--- src/rtl/serial_magnitude_compare.sv ---
// serial_magnitude_compare
// Multi-cycle magnitude comparator. Scans two N-bit operands MSB-first, K bits
// per clock, and stops early at the first digit that differs.
// It supports six relational modes (EQ, NE, GT, GE, LT, LE) and uses a
// start/done handshake.
//
// Optional feature macro: SIGNED_COMPARE_EN (adds the sgn port and a
// two's-complement compare mode).
//
// Parameters:
//   N     operand width in bits (N >= 1)
//   K     digit width, bits compared per cycle (K >= 1, N % K == 0)
// Ports:
//   clk   rising-edge clock
//   rst   synchronous active-high reset
//   start request, sampled only in IDLE
//   a, b  operands, captured when start is accepted
//   op    relation: 000 EQ, 001 NE, 010 GT, 011 GE, 100 LT, 101 LE,
//         110/111 reserved (c=0)
//   sgn   two's-complement compare when high (SIGNED_COMPARE_EN only)
//   busy  high whenever the FSM is not idle
//   done  one-cycle pulse; results are valid from this cycle on
//   c     result of a op b
//   gt, eq, lt  raw ordering flags, one-hot after a completed compare
module serial_magnitude_compare #(
  parameter int unsigned N = 8,
  parameter int unsigned K = 1
) (
  input  logic         clk,
  input  logic         rst,
  input  logic         start,
  input  logic [N-1:0] a,
  input  logic [N-1:0] b,
  input  logic [2:0]   op,
`ifdef SIGNED_COMPARE_EN
  input  logic         sgn,
`endif
  output logic         busy,
  output logic         done,
  output logic         c,
  output logic         gt,
  output logic         eq,
  output logic         lt
);

  localparam int unsigned D  = N / K;
  localparam int unsigned CW = $clog2(D + 1);

  typedef enum logic [1:0] {
    S_IDLE = 2'd0,
    S_SCAN = 2'd1,
    S_DONE = 2'd2
  } state_t;

  state_t        state, state_n;
  logic [N-1:0]  sa, sa_n, sb, sb_n;
  logic [2:0]    op_q, op_n;
  logic [CW-1:0] cnt, cnt_n;
  logic          busy_n, done_n, c_n, gt_n, eq_n, lt_n;
  logic [N-1:0]  cap_a, cap_b;
  logic [K-1:0]  da, db;

  // Evaluate the selected relation from the ordering flags.
  function automatic logic rel(input logic [2:0] o, input logic g,
                               input logic e, input logic l);
    logic r;
    case (o)
      3'b000:  r = e;
      3'b001:  r = ~e;
      3'b010:  r = g;
      3'b011:  r = g | e;
      3'b100:  r = l;
      3'b101:  r = l | e;
      default: r = 1'b0;
    endcase
    return r;
  endfunction

  // State and output registers.
  always_ff @(posedge clk) begin
    if (rst) begin
      state <= S_IDLE;
      sa    <= '0;
      sb    <= '0;
      op_q  <= '0;
      cnt   <= '0;
      busy  <= 1'b0;
      done  <= 1'b0;
      c     <= 1'b0;
      gt    <= 1'b0;
      eq    <= 1'b0;
      lt    <= 1'b0;
    end else begin
      state <= state_n;
      sa    <= sa_n;
      sb    <= sb_n;
      op_q  <= op_n;
      cnt   <= cnt_n;
      busy  <= busy_n;
      done  <= done_n;
      c     <= c_n;
      gt    <= gt_n;
      eq    <= eq_n;
      lt    <= lt_n;
    end
  end

  // Operand capture. In signed mode the MSB is flipped (offset binary), so
  // the unsigned scan yields the two's-complement ordering.
  always_comb begin
    cap_a = a;
    cap_b = b;
`ifdef SIGNED_COMPARE_EN
    cap_a[N-1] = a[N-1] ^ sgn;
    cap_b[N-1] = b[N-1] ^ sgn;
`endif
  end

  assign da = sa[N-1 -: K];
  assign db = sb[N-1 -: K];

  // Next-state and output logic.
  always_comb begin
    state_n = state;
    sa_n    = sa;
    sb_n    = sb;
    op_n    = op_q;
    cnt_n   = cnt;
    busy_n  = busy;
    done_n  = 1'b0;
    c_n     = c;
    gt_n    = gt;
    eq_n    = eq;
    lt_n    = lt;

    case (state)
      S_IDLE: begin
        busy_n = 1'b0;
        if (start) begin
          sa_n    = cap_a;
          sb_n    = cap_b;
          op_n    = op;
          cnt_n   = CW'(D);
          busy_n  = 1'b1;
          c_n     = 1'b0;
          gt_n    = 1'b0;
          eq_n    = 1'b0;
          lt_n    = 1'b0;
          state_n = S_SCAN;
        end
      end
      S_SCAN: begin
        busy_n = 1'b1;
        if (da > db) begin
          gt_n    = 1'b1;
          c_n     = rel(op_q, 1'b1, 1'b0, 1'b0);
          done_n  = 1'b1;
          state_n = S_DONE;
        end else if (da < db) begin
          lt_n    = 1'b1;
          c_n     = rel(op_q, 1'b0, 1'b0, 1'b1);
          done_n  = 1'b1;
          state_n = S_DONE;
        end else if (cnt == CW'(1)) begin
          eq_n    = 1'b1;
          c_n     = rel(op_q, 1'b0, 1'b1, 1'b0);
          done_n  = 1'b1;
          state_n = S_DONE;
        end else begin
          // Digits are equal, so shift the next digit into the compare window.
          sa_n  = sa << K;
          sb_n  = sb << K;
          cnt_n = cnt - CW'(1);
        end
      end
      S_DONE: begin
        busy_n  = 1'b0;
        state_n = S_IDLE;
      end
      default: begin
        busy_n  = 1'b0;
        state_n = S_IDLE;
      end
    endcase
  end

endmodule

--- config.mk ---
export PLATFORM = sky130hd
export DESIGN_NAME = serial_magnitude_compare
export DESIGN_NICKNAME = d
export VERILOG_FILES = /design/src/rtl/serial_magnitude_compare.sv
export SDC_FILE = /design/constraint.sdc
export NUM_CORES = 1
export LEC_CHECK = 0
export CAP_MARGIN = 20
export CORE_MARGIN = 2
export CORE_UTILIZATION = 45
export DETAILED_ROUTE_END_ITERATION = 8
export HOLD_SLACK_MARGIN = 0.1
export PLACE_DENSITY = 0.79
export RECOVER_POWER = 25
export SLEW_MARGIN = 20
export SYNTH_ARGS = -nofsm -noshare
export SYNTH_HDL_FRONTEND = slang
export SYNTH_SLANG_ARGS = --single-unit
--- constraint.sdc ---
create_clock -name clk -period 1.77 [get_ports clk]
set_clock_uncertainty 0.05 [all_clocks]
set_input_delay 0.354 -clock clk [delete_from_list [all_inputs] [get_ports clk]]
set_output_delay 0.354 -clock clk [all_outputs]
set_load 0.05 [all_outputs]
==> impl_summary.txt <==
----------------------------------------------------
[Outcome]
  Run status ... finished with violations
  Failing checks ... negative setup slack

[Clock tree]
  Maximum buffer depth of the clock tree ... 2
  Clk Latency, worst-skew pair ... approximately 0.34 ns
  Number of levels the H-tree was split into ... 2
  Clock tree from TritonCTS ... done
  # clock sinks ... 31
  Total of hold buffers inserted after clock tree synthesis ... 0
  Total CTS buffers ... 5
  Clk pin slew, worst setup/hold paths ... 0.09 ns
  Clock Tree Root ... clkbuf_4

[Routing]
  DRT antenna net count ... 0
  # DRC ... 0
  Length of the first detailed-routing pass in iterations ... 4
  Iteration-0 DRC count of the detailed router ... 102
  Vias after detailed routing ... 1448
  Detail-routed net length per standard cell ... about 16 microns
  Routed wire length ... between 4000 and 5000 microns
  Avg Vias per Cell ... 5.48

[STA]
  Fmax ... around 550 MHz
  Normalized max-slew margin ... 0.607
  Final worst path period share ... 1.03
  Setup repair after global routing missed its margin ... true
  Number of setup violations in the final report ... 6
  Minimum hold slack ... 0.432 ns
  Final TNS setup ... -0.146 ns
  Minimum clock period after layout ... 1.83 ns
  Slew at the pin with the worst max-slew slack ... between 0.5 and 0.6 ns
  Worst Setup Slack, final ... -0.0562 ns
  Hold violation count in the final report ... 0
  Final number of max-transition violations ... 0

[Place]
  Place WS ... -0.182 ns
  Global placer's final weighted congestion ... 0.835
  Count of port buffers added during placement ... 27
  Final HPWL from detailed placement ... ~2300 microns

[Setup path]
  Max FO, Critical Path ... 7
  Worst setup path startpoint ... cnt[0]$_SDFFE_PP0P_
  Cell depth of the worst flop-to-flop path ... 5
  Data required time at the worst endpoint ... around 2.0 ns
  Slowest stage cell on the critical path ... dfxtp_1
  Buf/Inv on CP ... 1
  Delay of the slowest critical-path stage ... 0.39 ns
  Reg2reg setup slack ... -0.06 ns
  Crit path cell chain ... ha_4 -> or3b_4 -> a21o_4 -> buf_16 -> a2111oi_4
  Critical path start-end classification ... flip-flop to flip-flop
  Critical Path Sink ... cnt[1]$_SDFFE_PP0P_
  Family with the most delay on the worst path ... compound AO/OA/AOI/OAI gates
  Capturing element type of the critical path ... flip-flop
  Launch instance of the worst register-to-register path ... cnt[0]$_SDFFE_PP0P_
  Cell count along the critical path ... 5
  End of the worst register-to-register path ... cnt[1]$_SDFFE_PP0P_
  Worst path arrival time ... 2.02 ns
  Type of origin of the critical path ... flip-flop

[Synthesis]
  Async set or reset register ratio after synthesis ... 0
  Cells after synthesis ... between 150 and 200
  Number of warnings printed during yosys synthesis ... 0
  EDFF count, synth ... 0
  Largest family of logic cells by synthesized area ... simple AND/OR/NAND/NOR gates
  Mapped Area ... around 0.0014 sq mm
  Cell with the most instances after synthesis ... dfxtp_1
  Xor/xnor share of the synthesized area ... 0.00606
  Synth Area per Inst ... 8.50 sq um
  Portion of synthesized cell area occupied by the leading cell type ... 0.429
  Synthesized-area fraction occupied by and/or/nand/nor cells ... 0.245
  Post-synth net total ... 196
  Most frequent cells after synthesis ... dfxtp_1, nand2_1, nor2_1, a311oi_1, inv_1
  Top area cells in the synthesized netlist ... dfxtp_1, a311oi_1, nand2_1
  Share of synthesized cell area in full adder, half adder and majority cells ... 0.0346
  Count of different cell masters after synthesis ... 34
  Synth Area in Compound Gates ... 0.207
  Leading register cell type out of synthesis ... dfxtp_1
  Portion of netlist area occupied by mux cells ... 0.0139
  Largest area contributor in the synthesized netlist ... dfxtp_1
  Total of flip-flops plus latches after synthesis ... 31
  Sequential fraction of the synthesis area ... 0.429

[Pwr]
  Power, Total ... 2.15 mW
  Worst ir drop on vdd ... between 0.5 and 0.6 mV
  Total power per unit cell area ... 982 mW/mm^2
  Static power due to leakage ... roughly 0.85 nW

[Die]
  Starting Density ... 0.473
  Die span in y ... between 60 and 70 microns
  Width of the chip ... ~61 microns
  Placeable core region ... about 0.0031 sq mm
  Number of standard-cell rows in the floorplan ... 20
  Top-level port count ... 28
  DIE AREA ... about 0.0037 sq mm

[Finish]
  Share of final-layout standard cells stronger than drive strength 1 ... 0.314
  Nets ... 245
  Filler cell count ... approximately 220
  Final core utilization ... 0.716
  Area grow syn2layout ... 51.3%
  Ant. Diodes ... 0

[GRT]
  Global route overflow ... 0
  Pin count of the biggest net entering global routing ... 17
  Global-route wire length before repair ... about 6000 microns
  Total global-route track usage ... 0.225
  Number of antenna violations at the first check in global routing ... 0
  Number of global-route vias before repair ... 1347

[Min path]
  Hold Crit Class ... flip-flop to flip-flop

[Run]
  Maximum Capacitance Violations ... 0

----------------------------------------------------
-- state kept, by name, summed over array words and instances (netlist names) --
name / flops
busy: 1
c: 1
cnt: 4
done: 1
eq: 1
gt: 1
lt: 1
op_q: 3
sa: 8
sb: 8
state: 2
-- metrics by stage --
stage | area (sq um) | std cells
2_1_floorplan | 1450 | 170
3_3_place_gp | 1850 | 246
3_5_place_dp | 1850 | 246
4_1_cts | 2050 | 261
5_1_grt | 2190 | 264
6_report | 2190 | 264
-- worst min path at each step --
stage                                   start                    end  slack, ns  depth (start not counted)
after floorplan                           rst  state[1]$_SDFFE_PP0P_       0.38                          1
after global placement    cnt[3]$_SDFFE_PP0P_    cnt[3]$_SDFFE_PP0P_       0.40                          2
after detailed placement  cnt[3]$_SDFFE_PP0P_    cnt[3]$_SDFFE_PP0P_       0.41                          2
after CTS                 cnt[3]$_SDFFE_PP0P_    cnt[3]$_SDFFE_PP0P_       0.43                          2
after global routing      cnt[3]$_SDFFE_PP0P_    cnt[3]$_SDFFE_PP0P_       0.46                          2
final                     cnt[3]$_SDFFE_PP0P_    cnt[3]$_SDFFE_PP0P_       0.43                          2
-- placed cells by master (no fill, tap or decap), types with 2 or more instances in the layout --
cell type,n
a21oi_1,5
clkdlybuf4s50_1,21
ha_4,3
nor2_1,20
nor2_2,4
a311oi_1,9
clkbuf_4,6
buf_12,2
a22oi_1,3
dfxtp_2,2
nand2_1,29
o21ai_0,4
buf_16,2
nor2b_1,4
nor2_4,3
nor3_1,3
buf_4,21
dfxtp_1,28
a311oi_2,5
buf_6,3
nor3b_2,2
inv_1,5
inv_2,3
clkbuf_1,5
mux2i_1,2
-- cell families after synthesis --
| logic type | after synthesis |
|---|---|
| muxes | 2 |
| DFF | 31 |
| buffers and inverters | 20 |
| adders and majority gates | 4 |
| and+or+nand+nor | 74 |
| AOI/OAI and AO/OA | 38 |
| xor gates and xnor gates | 1 |
-- tightest hold or removal path: cells and delay by family, from the launching register on --
kind,cells,cell delay (ns)
buf+inv,1,0.06
flops,1,0.34
compound gates,1,0.05
-- area by class of cell --
type                            count  area [sq um]  area share
Clock inverter                      1          5.00     0.00229
Sequential cell                    31           627       0.287
Multi-Input combinational cell    119           883       0.404
Tap cell                           44          55.1      0.0252
Timing Repair Buffer               54           541       0.247
Clock buffer                        7          45.0      0.0206
Inverter                            8          30.0      0.0137
-- repair_timing --
action	4_1_cts	5_1_grt
resized for setup	18	26
pin swaps	5	20
cloned	2	1
endpoints found under the setup margin	17	20
buffers inserted	5	2
-- where the power goes --
group	switching (mW)	internal, mW
combinational	0.417	0.449
clock	0.248	0.155
sequential	0.0848	0.793
-- layer usage --
layer,wire [microns],part of all wire,track usage,up-vias
met5,0,0,0,-
met4,113,0.027,0.118,0
met3,259,0.063,0.0810,11
met2,2120,0.51,0.364,58
met1,1650,0.40,0.262,686
li1,-,-,-,693
Note: power is estimated with default switching activity, not from simulation.
